===== src/rtl/gpr_dump.sv =====
// Register-file dump engine: walks an inclusive address range over a combinational
// read port and streams each word out with a valid/ready handshake and running XOR.
module gpr_dump #(
    parameter int ADDR_W = 5,
    parameter int DATA_W = 32
) (
    input  logic              clk,
    input  logic              rst_n,
    input  logic              start,
    input  logic [ADDR_W-1:0] first_addr,
    input  logic [ADDR_W-1:0] last_addr,
    output logic [ADDR_W-1:0] rd_addr,
    input  logic [DATA_W-1:0] rd_data,
    output logic              out_valid,
    input  logic              out_ready,
    output logic [DATA_W-1:0] out_data,
    output logic [ADDR_W-1:0] out_addr,
    output logic              out_last,
    output logic              busy,
    output logic              done,
    output logic              err,
    output logic [DATA_W-1:0] checksum,
    output logic [1:0]        fsm_state
);

    // Stream handshake: a word transfers on a rising edge where out_valid && out_ready;
    // out_data/out_addr/out_last are held stable while out_valid is high and unaccepted.

    typedef enum logic [1:0] {IDLE, READ, SEND, DONE} state_t;

    state_t            state, state_nxt;
    logic [ADDR_W-1:0] cur, end_addr;
    logic              start_ok;

    assign start_ok  = start && (first_addr <= last_addr);
    assign fsm_state = state;

    always_ff @(posedge clk or negedge rst_n) begin
        if (!rst_n) begin
            state <= IDLE;
        end else begin
            state <= state_nxt;
        end
    end

    always_comb begin
        state_nxt = state;
        rd_addr   = '0;
        out_valid = 1'b0;
        busy      = (state != IDLE);
        done      = 1'b0;
        case (state)
            IDLE: if (start_ok) state_nxt = READ;
            READ: begin
                rd_addr   = cur;
                state_nxt = SEND;
            end
            SEND: begin
                rd_addr   = cur;
                out_valid = 1'b1;
                if (out_ready) state_nxt = (cur == end_addr) ? DONE : READ;
            end
            DONE: begin
                done      = 1'b1;
                state_nxt = IDLE;
            end
            default: state_nxt = IDLE;
        endcase
    end

    always_ff @(posedge clk or negedge rst_n) begin
        if (!rst_n) begin
            cur      <= '0;
            end_addr <= '0;
            out_data <= '0;
            out_addr <= '0;
            out_last <= 1'b0;
            checksum <= '0;
            err      <= 1'b0;
        end else begin
            err <= 1'b0;
            case (state)
                IDLE: begin
                    if (start_ok) begin
                        cur      <= first_addr;
                        end_addr <= last_addr;
                        checksum <= '0;
                    end else if (start) begin
                        err <= 1'b1;
                    end
                end
                READ: begin
                    out_data <= rd_data;
                    out_addr <= cur;
                    out_last <= (cur == end_addr);
                    checksum <= checksum ^ rd_data;
                end
                SEND: begin
                    // Equality stop: cur never increments past end_addr, so no wrap.
                    if (out_ready && (cur != end_addr)) cur <= cur + 1'b1;
                end
                default: ;
            endcase
        end
    end

endmodule

===== config.mk =====
export PLATFORM = sky130hd
export DESIGN_NAME = gpr_dump
export DESIGN_NICKNAME = d
export VERILOG_FILES = /design/src/rtl/gpr_dump.sv
export SDC_FILE = /design/constraint.sdc
export NUM_CORES = 1
export LEC_CHECK = 0
export ABC_AREA = 1
export BUFFER_PORTS_ARGS = -buffer_cell sky130_fd_sc_hd__buf_2
export CAP_MARGIN = 10
export CORE_ASPECT_RATIO = 0.6
export CORE_MARGIN = 3
export CORE_UTILIZATION = 51
export DETAILED_ROUTE_END_ITERATION = 8
export PLACE_DENSITY = 0.91
export SLEW_MARGIN = 20
export SYNTH_ARGS = -nofsm -noshare
export SYNTH_HDL_FRONTEND = slang
export SYNTH_SLANG_ARGS = --single-unit
export TNS_END_PERCENT = 50

===== constraint.sdc =====
create_clock -name clk -period 2.12 [get_ports clk]
set_clock_uncertainty 0.15 [all_clocks]
set_input_delay 0 -clock clk [delete_from_list [all_inputs] [get_ports clk]]
set_output_delay 0 -clock clk [all_outputs]
set_load 0.02 [all_outputs]

After elaboration in Yosys (flattened, before gate mapping)
Cells that the tools add are included.
{ "op_classes": {"n_addsub": 1, "mul": 0, "div": 0, "n_lt_le_gt_ge": 1, "eq_ne": 8, "n_shift": 0, "muxes": 15, "bitwise": 1, "reduce_logical": 11} }
{ "ops": {"columns": ["op", "count"], "rows": [
  ["$pmux 32 s2", 1],
  ["$mux 32", 1],
  ["$xor 32x32->32", 1],
  ["$mux 5", 3],
  ["$pmux 5 s2", 1],
  ["$pmux 2 s4", 1],
  ["$mux 2", 3],
  ["$ne 2x2->1 const B", 3],
  ["$reduce_and 2->1", 3],
  ["$reduce_bool 2->1", 3],
  ["$add 5x1->5 const B", 1],
  ["$eq 5x5->1", 1],
  ["$le 5x5->1", 1],
  ["$mux 1", 5],
  ["$ne 5x5->1", 1],
  ["$eq 2x2->1 const B", 2],
  ["$reduce_and 3->1", 1],
  ["$eq 2x1->1 const B", 1],
  ["$logic_and 1x1->1", 2],
  ["$logic_not 2->1", 1],
  ["$reduce_or 2->1", 1]
]} }
{ "totals": {"register_bits": 83, "latchBits": 0, "ram_bits": 0, "romBits": 0, "inputBits": 46, "out_inout_bits": 81, "word_cells": 45, "n_memories": 0} }

Depth between registers and ports, before layout
Gate-level depths: netlist of run 1.
{ "depth": {"depth_word": 4, "depth_mapped": 12, "mapped_depth_nobuf": 12} }

Worst setup path after synthesis of run 1
Ideal clock, no wire load.
{ "synth_timing": {"kind": "flip-flop to flip-flop", "from": "register state[0], in the netlist fsm_state[0]", "to": "register cur[0]", "setup_ns": 0.117, "arrival_ns": 1.688, "t_required_ns": 1.853, "setup_slack_ns": 0.165, "stages_incl_launch_ff": 9, "path_buffers": 0, "synth_period_minus_slack_ns": 1.955, "cell_sequence": "dfrtp_1 > inv_1 > ha_1 > inv_1 > or2_2 > o21ai_0 > nor2_4 > nand3_1 > nand2_1"} }
{ "synth_between": {"elab_chain_cells": 3, "word_cells_on_any_way": 7, "cone_classes": "eq/ne: 3; mux: 1; reduce/logical: 3"} }
{ "synth_rtl": {"columns": ["item", "line_no", "text"], "rows": [
  ["start: declaration", "31", "state_t state, state_nxt;"],
  ["start signal: assignment", "42", "state <= state_nxt;"],
  ["$eq 2x2->1 or $logic_not 2->1 (tied branches)", "82", "case (state)"],
  ["$ne 2x2->1 (no source line) or $reduce_bool 2->1 (tied branches)", null, null],
  ["$reduce_and 3->1 (no source line)", null, null],
  ["end signal: assignment", "85", "cur <= first_addr;"],
  ["end signal: assignment", "100", "if (out_ready && (cur != end_addr)) cur <= cur + 1'b1;"],
  ["end: declaration", "32", "logic [ADDR_W-1:0] cur, end_addr;"]
]} }
Several ways; a longest one is shown, not always the timed one.
A chain may end at the register's enable or synchronous reset.

Worst setup path after layout of run 1
{ "layout_timing": {"from": "input port last_addr[2]", "to": "register err"} }
{ "layout_between": {"elab_chain_cells": 4} }
{ "layout_rtl": {"columns": ["item", "line_no", "text"], "rows": [
  ["start: declaration", "11", "input logic [ADDR_W-1:0] last_addr,"],
  ["$le 5x5->1", "35", "assign start_ok = start && (first_addr <= last_addr);"],
  ["$logic_and 1x1->1", "35", null],
  ["$mux 1", "84", "if (start_ok) begin"],
  ["$mux 1", "82", null],
  ["end signal: assignment", "79", "err <= 1'b0;"],
  ["end signal: assignment", "81", "err <= 1'b0;"],
  ["end signal: assignment", "89", "err <= 1'b1;"],
  ["end: declaration", "21", "output logic err,"]
]} }
Every way passes these cells.

==> results of run 1 <==
==> flip-flops by register name (all words and copies together), names as in the netlist <==
register,cells
fsm_state,2
cur,5
out_data,32
end_addr,5
out_last,1
checksum,32
out_addr,5
err,1
==> final timing paths <==
path                              start            to  slack (ps)  cells after the start
setup / recovery           last_addr[2]           err          80                     11
hold / removal                    rst_n  out_data[14]          60                      2
setup reg to reg           fsm_state[1]   checksum[6]         120                      8
hold reg to reg            out_data[25]  out_data[25]         320                      2
max in group asynchronous         rst_n  checksum[24]        1120                      3
min in group clk            rd_data[23]  out_data[23]         280                      4
==> per-layer routing <==
| metal | global-route usage | vias up | part of all wire | wire length (um) |
|---|---|---|---|---|
| li1 | - | 1867 | - | - |
| met1 | 0.333 | 1874 | 0.44 | 4970 |
| met3 | 0.0586 | 14 | 0.077 | 877 |
| met4 | 0.0658 | 0 | 0.011 | 124 |
| met2 | 0.437 | 189 | 0.48 | 5440 |
| met5 | 0 | - | 0 | 0 |
==> power breakdown <==
group	switching, mW	internal (mW)	total, mW
clock	0.630	1.04	1.67
combinational	2.94	1.46	4.40
sequential	0.653	2.33	2.98
total	4.23	4.83	9.06
==> stage by stage <==
stage	hold WS, ps	utilization	std cells	total power [mW]
floorplan	-446	-	488	5.87
global placement	-109	0.638	703	7.06
detailed placement	-102	0.638	703	7.28
CTS	79.5	0.743	765	9.09
global route	121	0.744	765	9.72
finish	62.7	0.744	765	9.06
==> cell families after synthesis <==
group                    Yosys count  share of synthesized area
adder cells (fa/ha/maj)           10                     0.0306
flip-flops                        83                      0.508
XOR/XNOR                          34                     0.0728
AND/OR/NAND/NOR                  290                      0.306
AO/OA/AOI/OAI                     17                     0.0208
buffers and inverters             54                     0.0621
==> placed cells by master (no fill, tap or decap), drive strengths merged <==
cell type and count:
or2 1, inv 31, nand3 77, clkbuf 9, clkinv 5, xor2 34, dlygate4sd3 46, ha 10
a21oi 3, o21ai 14, bufinv 2, buf 134, nor2 10, dfrtp 83, nand2 202
==> Yosys cell counts <==
cell type	n	area, um^2
sky130_fd_sc_hd__a21oi_1	3	15.0
sky130_fd_sc_hd__buf_1	6	22.5
sky130_fd_sc_hd__ha_1	10	125
sky130_fd_sc_hd__nand2_1	196	736
sky130_fd_sc_hd__buf_6	4	45.0
sky130_fd_sc_hd__buf_2	5	25.0
sky130_fd_sc_hd__nor2_1	7	26.3
sky130_fd_sc_hd__clkbuf_1	4	15.0
sky130_fd_sc_hd__nand2_2	1	6.26
sky130_fd_sc_hd__nor2_4	2	22.5
sky130_fd_sc_hd__nand3_1	76	380
sky130_fd_sc_hd__or2_2	1	6.26
sky130_fd_sc_hd__nand3_2	1	10.0
sky130_fd_sc_hd__inv_1	30	113
sky130_fd_sc_hd__nor2_2	1	6.26
sky130_fd_sc_hd__clkinv_1	1	3.75
sky130_fd_sc_hd__dfrtp_1	83	2080
sky130_fd_sc_hd__buf_4	4	30.0
sky130_fd_sc_hd__o21ai_0	14	70.1
sky130_fd_sc_hd__xor2_1	34	298
sky130_fd_sc_hd__nand2_4	5	56.3
==> timing repair <==
item | CTS | global route
hold buffers | 46 | 0
buffers inserted | 0 | 0
setup endpoints to repair | 0 | 16
hold endpoints to repair | 160 | 0
resized for setup | 0 | 1
==> cell type report <==
| cell class | instances | area, um^2 | share of cell area |
|---|---|---|---|
| clock buffers | 9 | 225 | 0.0403 |
| clock inverters | 7 | 100 | 0.0179 |
| inverters | 31 | 116 | 0.0208 |
| multi-input cells | 351 | 1770 | 0.317 |
| flip-flops and latches | 83 | 2080 | 0.372 |
| well taps | 104 | 130 | 0.0233 |
| repair buffers | 180 | 1170 | 0.209 |
==> worst max-delay path, stage by stage <==
cell	delay, ps
sky130_fd_sc_hd__dlygate4sd3_1	530
sky130_fd_sc_hd__buf_2	120
sky130_fd_sc_hd__inv_1	100
sky130_fd_sc_hd__ha_1	260
sky130_fd_sc_hd__nand2_1	70
sky130_fd_sc_hd__nand2_1	50
sky130_fd_sc_hd__nand2_1	70
sky130_fd_sc_hd__nand3_1	90
sky130_fd_sc_hd__nand2_2	170
sky130_fd_sc_hd__nor2_1	70
sky130_fd_sc_hd__dlygate4sd3_1	570
==> summary by stage, run 1 <==
Timing
Setup repair after global routing left no endpoint under its margin. The setup TNS is 0 ps. Setup violations remaining at the end of the flow were counted as 0.

Of the available clock period, the critical path in the final layout requires 0.963. In the post-route analysis, the smallest setup slack over all paths is 79.4 ps. The transition at the pin with the smallest max-transition slack is 613 ps.

The highest clock frequency the design can meet is 490 MHz. The number of endpoints with negative hold slack in the final report is 0. The worst-case headroom to the max-slew limit is 0.591.

The worst path needs 2040 ps of the cycle, external delays included. The final number of max-transition violations is 0.

Die
The die is 75.4 um tall. The die covers 0.00916 mm^2. The starting density of the core is 0.545. The area of the core is 0.00751 mm^2.

In this run the horizontal extent of the chip is 122 um. The row count is 24. 127 I/O pins were placed.

Layout
The layout cell share with drive strength beyond 1 is 0.245. The post-route standard cell area excluding fillers is 0.00558 mm^2. The repair_antennas step left the layout with diodes totalling 0. The filler cells instantiated in the layout total 576. The net count reported at finish is 712. The area growth from synthesis to final layout is 36.6%.

Clocking
The number of buffers on the longest clock path is 2. CTS built an H-tree with a depth of 3. The clock transition at the registers of the reported paths is 60 ps.

The TritonCTS clock tree is yes. The later pin in the worst-skew pair is clocked with a latency of 330 ps. CTS placed an instance of sky130_fd_sc_hd__clkbuf_16 at the clock tree root.

Buffers inserted during clock tree synthesis total 9. The clock sink total is 83.

Synthesis
The count of warnings emitted by yosys is 0. In the synthesized netlist, the number of instances is 488. The number of different library cells used by synthesis comes to 21. The number of nets in the synthesized netlist is 544. In this run the mean area of a mapped cell was 8.38 um^2. The count of state elements after synthesis is 83. The fraction of the yosys area taken by sequential cells is 0.508. After synthesis the cells add up to 0.00409 mm^2.

Placed design
Before CTS, the worst setup slack after placement is 72.2 ps. Port buffering added 126 buffers. The HPWL after detailed placement is 7.71 mm.

The final weighted congestion in routability-driven placement is 0.851. The instance area at placement is 0.00479 mm^2.

Worst setup path
STA classifies the critical path endpoint as a flop. STA classifies the critical path startpoint as a primary input. The critical path class is in2reg. Of all nets on the critical path, the largest fanout is 4. At the worst endpoint, the required time is 2180 ps. The worst path arrival time is 2100 ps.

Routing
The detail route stage leaves a number of antenna-violating nets equal to 0. The detailed router's first-iteration violation count is 353. The first detailed-routing pass took 5 iterations. The total DRC errors in the routed layout is 0. The mean number of vias per cell is 5.16. The average detailed-routed wire length per instance is 14.9 um.

The detailed router placed 3944 vias in this run. The routed design has 11.4 mm of wire.

GRT
The pin count of the biggest net entering global routing is 48. After global routing the overflow that remains totals 0. The first global-routing pass estimated 18.1 mm of wire. The via count of the first global-routing pass came to 3683. The total routing usage reported by global routing is 0.254. The number of antenna violations at the first check in global routing came to 0.

Worst hold path
The tightest min-delay check is of the in2async type.

Status
The run finished with clean final reports.

Flow run
Across the run, the number of max-cap violations was 0.

Power and ir drop
The power per cell area is 1620 mW/mm^2. The total leakage power is 3.22 nW. The peak ir drop on the vdd network is 1.07 mV.
No activity file was read; power rests on OpenSTA's default activity.
==> inputs of run 2 (changes only) <==
--- a/config.mk
+++ b/config.mk
@@ -10,9 +10,10 @@
 export CAP_MARGIN = 10
 export CORE_ASPECT_RATIO = 0.6
 export CORE_MARGIN = 3
-export CORE_UTILIZATION = 51
+export CORE_UTILIZATION = 53
+export CTS_BUF_LIST = sky130_fd_sc_hd__clkbuf_2 sky130_fd_sc_hd__clkbuf_4 sky130_fd_sc_hd__clkbuf_8
 export DETAILED_ROUTE_END_ITERATION = 8
-export PLACE_DENSITY = 0.91
+export PLACE_DENSITY = 0.93
 export SLEW_MARGIN = 20
 export SYNTH_ARGS = -nofsm -noshare
 export SYNTH_HDL_FRONTEND = slang
==> run 2 against run 1 <==
Setup slack better by 20 ps. Sequential power is essentially flat. First-iteration DRC count shrank 20%. Critical path type is now reg2reg. Largest power group unchanged.
==> summary by stage, run 2 (synthesized netlist as in run 1, its figures left out) <==
Power and ir drop
The share of total power consumed by net switching is 0.495 (+0.0282). The peak ir drop on the vdd network is 0.983 mV (-8.4%). The power share of the sequential group is 0.342 (+0.012). The total leakage power came to 3.17 nW (-1.5%). The power per cell area was 1580 mW/mm^2 (-2.9%). The internal power was 4.37 mW (-9.6%). The combinational fraction of design power is 0.520 (+0.034). The switching power summed over all nets was 4.28 mW (+1.2%).

The proportion of power drawn by the clock network was 0.138 (-0.046). The power consumption was 8.64 mW (-4.6%).

Placed design
The count of input and output buffers is 126 (unchanged). The HPWL after detailed placement is 7.70 mm (about the same). The number of instances in the placed design was 704 (+0.14%). The instance area at placement is 0.00478 mm^2 (-0.10%). The final weighted congestion in routability-driven placement is 0.851 (about the same). The minimum setup slack after placement is 17.0 ps (-55.2 ps).

Clocking
The clock transition at the registers of the reported paths is 90 ps (+30 ps). The root buffer cell chosen for the clock tree is sky130_fd_sc_hd__clkbuf_8. The insertion delay to the later sink of the worst-skew pair is 360 ps (+30 ps). The count of H-tree levels built during CTS is 3 (unchanged). The number of buffers on the longest clock path came to 2 (unchanged). The count of buffers added by post-CTS timing repair for setup came to 0 (unchanged). The clock sink total was 83 (unchanged). The total CTS buffers is 9 (unchanged).

TritonCTS built the clock tree.

Layout
The library cell used most frequently in the layout, excluding fill and tap cells, is sky130_fd_sc_hd__nand2_1. The post-route standard cell area excluding fillers is 0.00549 mm^2 (-1.7%). The net count reported at finish is 714 (+0.28%). In the final layout, the registers with the most flip-flops are checksum: 32 flops, out_data: 32 flops. The final core area utilization is 0.743 (-0.00112). The final cell count without fillers is 767 (+0.26%). The layout cell share with drive strength beyond 1 is 0.249 (+0.00379). Compared with the post-synthesis result, the final layout area differs by 34.2%. In the layout the commonest cells are sky130_fd_sc_hd__nand2_1 (196), sky130_fd_sc_hd__buf_2 (125), sky130_fd_sc_hd__dfrtp_1 (83).

The antenna cell count is 0 (unchanged).

Timing
The final number of max-transition violations is 0 (unchanged). The total of endpoints with negative setup slack in the final report is 0 (unchanged). The highest clock frequency the design can meet is 495 MHz (+1.0%). The setup slack of the critical path after layout was 99.9 ps (+20.4 ps). The setup TNS is 0 ps (unchanged).

The worst-case headroom to the max-slew limit came to 0.520 (-0.0710). The clock period minus final worst setup slack is 2020 ps (-20.4 ps). The number of endpoints with negative hold slack in the final report is 0 (unchanged). The final cycle utilization of the critical path is 0.953 (-0.00963). Setup repair after global routing left no endpoint under its margin. The worst hold slack came to 72.2 ps (+9.49 ps). The transition at the pin with the smallest max-transition slack is 720 ps (+106 ps).

Die
The chip width is 119 um (-1.8%). The die height is 74.0 um (-1.8%). The area of the core is 0.00739 mm^2 (-1.6%). The starting density of the core is 0.554 (+0.00886).

The top-level I/O count is 127 (unchanged). The row count was 24 (unchanged). The die outline area was 0.00884 mm^2 (-3.5%).

Status
The run finished with clean final reports.

GRT
The wire length of the first global-routing pass is 18.7 mm (+3.4%). The overall overflow remaining after global route was 0 (unchanged). The pin count of the biggest net entering global routing was 56 (+17%). The via count of the first global-routing pass came to 3876 (+5.2%).

The number of antenna violations at the first check in global routing is 0 (unchanged). The total routing usage reported by global routing is 0.269 (+0.0147).

Routing
The routed via count is 3960 (+0.41%). The average detailed-routed wire length per instance came to 15.6 um (+4.5%). The highest metal layer with signal wires is met4. The met2 wire length is 5.71 mm (+4.9%).

The mean number of vias per cell is 5.16 (+0.14%). The number of iterations in the first detailed-routing pass is 5 (unchanged). The routed wire length on met3 is 961 um (+9.6%). The detailed router's first-iteration violation count is 283 (-20%). The total DRC errors in the routed layout is 0 (unchanged). The total wire length after detailed routing was 12.0 mm (+4.8%). The remaining number of nets flagged by the antenna check after routing is 0 (unchanged). The routed length on met1 came to 5.05 mm (+1.7%).

Worst setup path
The endpoint class of the critical path is a flop. The critical path class is reg2reg. The startpoint type of the worst setup path is a flop. The worst endpoint required time is 2270 ps (+90 ps). The worst path arrival time is 2170 ps (+70 ps). The largest driver fanout on the critical path is 23 (+19).

Flow run
The max capacitance violation total is 0 (unchanged).

Worst hold path
The class of the worst hold path is in2async.
run 2: changes by cell type in the layout (fill, tap and decap cells not counted), moves of 2 or more:
cell	change
sky130_fd_sc_hd__clkbuf_16	-9
sky130_fd_sc_hd__clkbuf_8	+9
sky130_fd_sc_hd__buf_4	+2
sky130_fd_sc_hd__clkinv_4	-2
sky130_fd_sc_hd__inv_6	+2
run 2: critical path, cell delays in order (launching register included):
cell	delay, ps
sky130_fd_sc_hd__dfrtp_1	460
sky130_fd_sc_hd__inv_1	140
sky130_fd_sc_hd__ha_1	280
sky130_fd_sc_hd__inv_1	110
sky130_fd_sc_hd__nand2_1	250
sky130_fd_sc_hd__buf_4	330
sky130_fd_sc_hd__nand3_1	130
sky130_fd_sc_hd__nand2_1	100
run 2: cell type report:
| class | count | area [um^2] |
|---|---|---|
| Fill cell | 539 | 1900 |
| Multi-Input combinational cell | 352 | 1790 |
| Clock buffer | 9 | 124 |
| Timing Repair Buffer | 181 | 1160 |
| Sequential cell | 83 | 2080 |
| Inverter | 31 | 116 |
| Tap cell | 104 | 130 |
| Clock inverter | 7 | 83.8 |
run 2: worst paths after layout:
check	start	end	slack, ps	depth (start not counted)
min in group clk	rd_data[4]	out_data[4]	250	4
hold reg to reg	out_data[28]	out_data[28]	320	2
max in group asynchronous	rst_n	checksum[11]	1050	3
setup reg to reg	fsm_state[1]	checksum[6]	100	7
setup / recovery	fsm_state[1]	checksum[6]	100	7
hold / removal	rst_n	out_data[14]	70	2
run 2: timing repair:
| action | 4_1_cts | 5_1_grt |
|---|---|---|
| setup endpoints to repair | 0 | 18 |
| hold buffers | 46 | 0 |
| resized for setup | 0 | 4 |
| hold endpoints to repair | 130 | 0 |
run 2: layer usage:
metal | vias up | track usage
li1 | 1883 | -
met1 | 1859 | 0.343
met2 | 190 | 0.454
met3 | 28 | 0.0760
met4 | 0 | 0.0901
met5 | - | 0
run 2: power groups by stage:
stage | Clock (mW) | Combinational (mW) | Sequential, mW
after floorplan | 0 | 2.24 | 3.63
after global placement | 0 | 4.16 | 2.91
after detailed placement | 0 | 4.33 | 2.95
after CTS | 1.22 | 4.41 | 2.93
after global routing | 1.30 | 4.95 | 3.05
final | 1.19 | 4.49 | 2.96
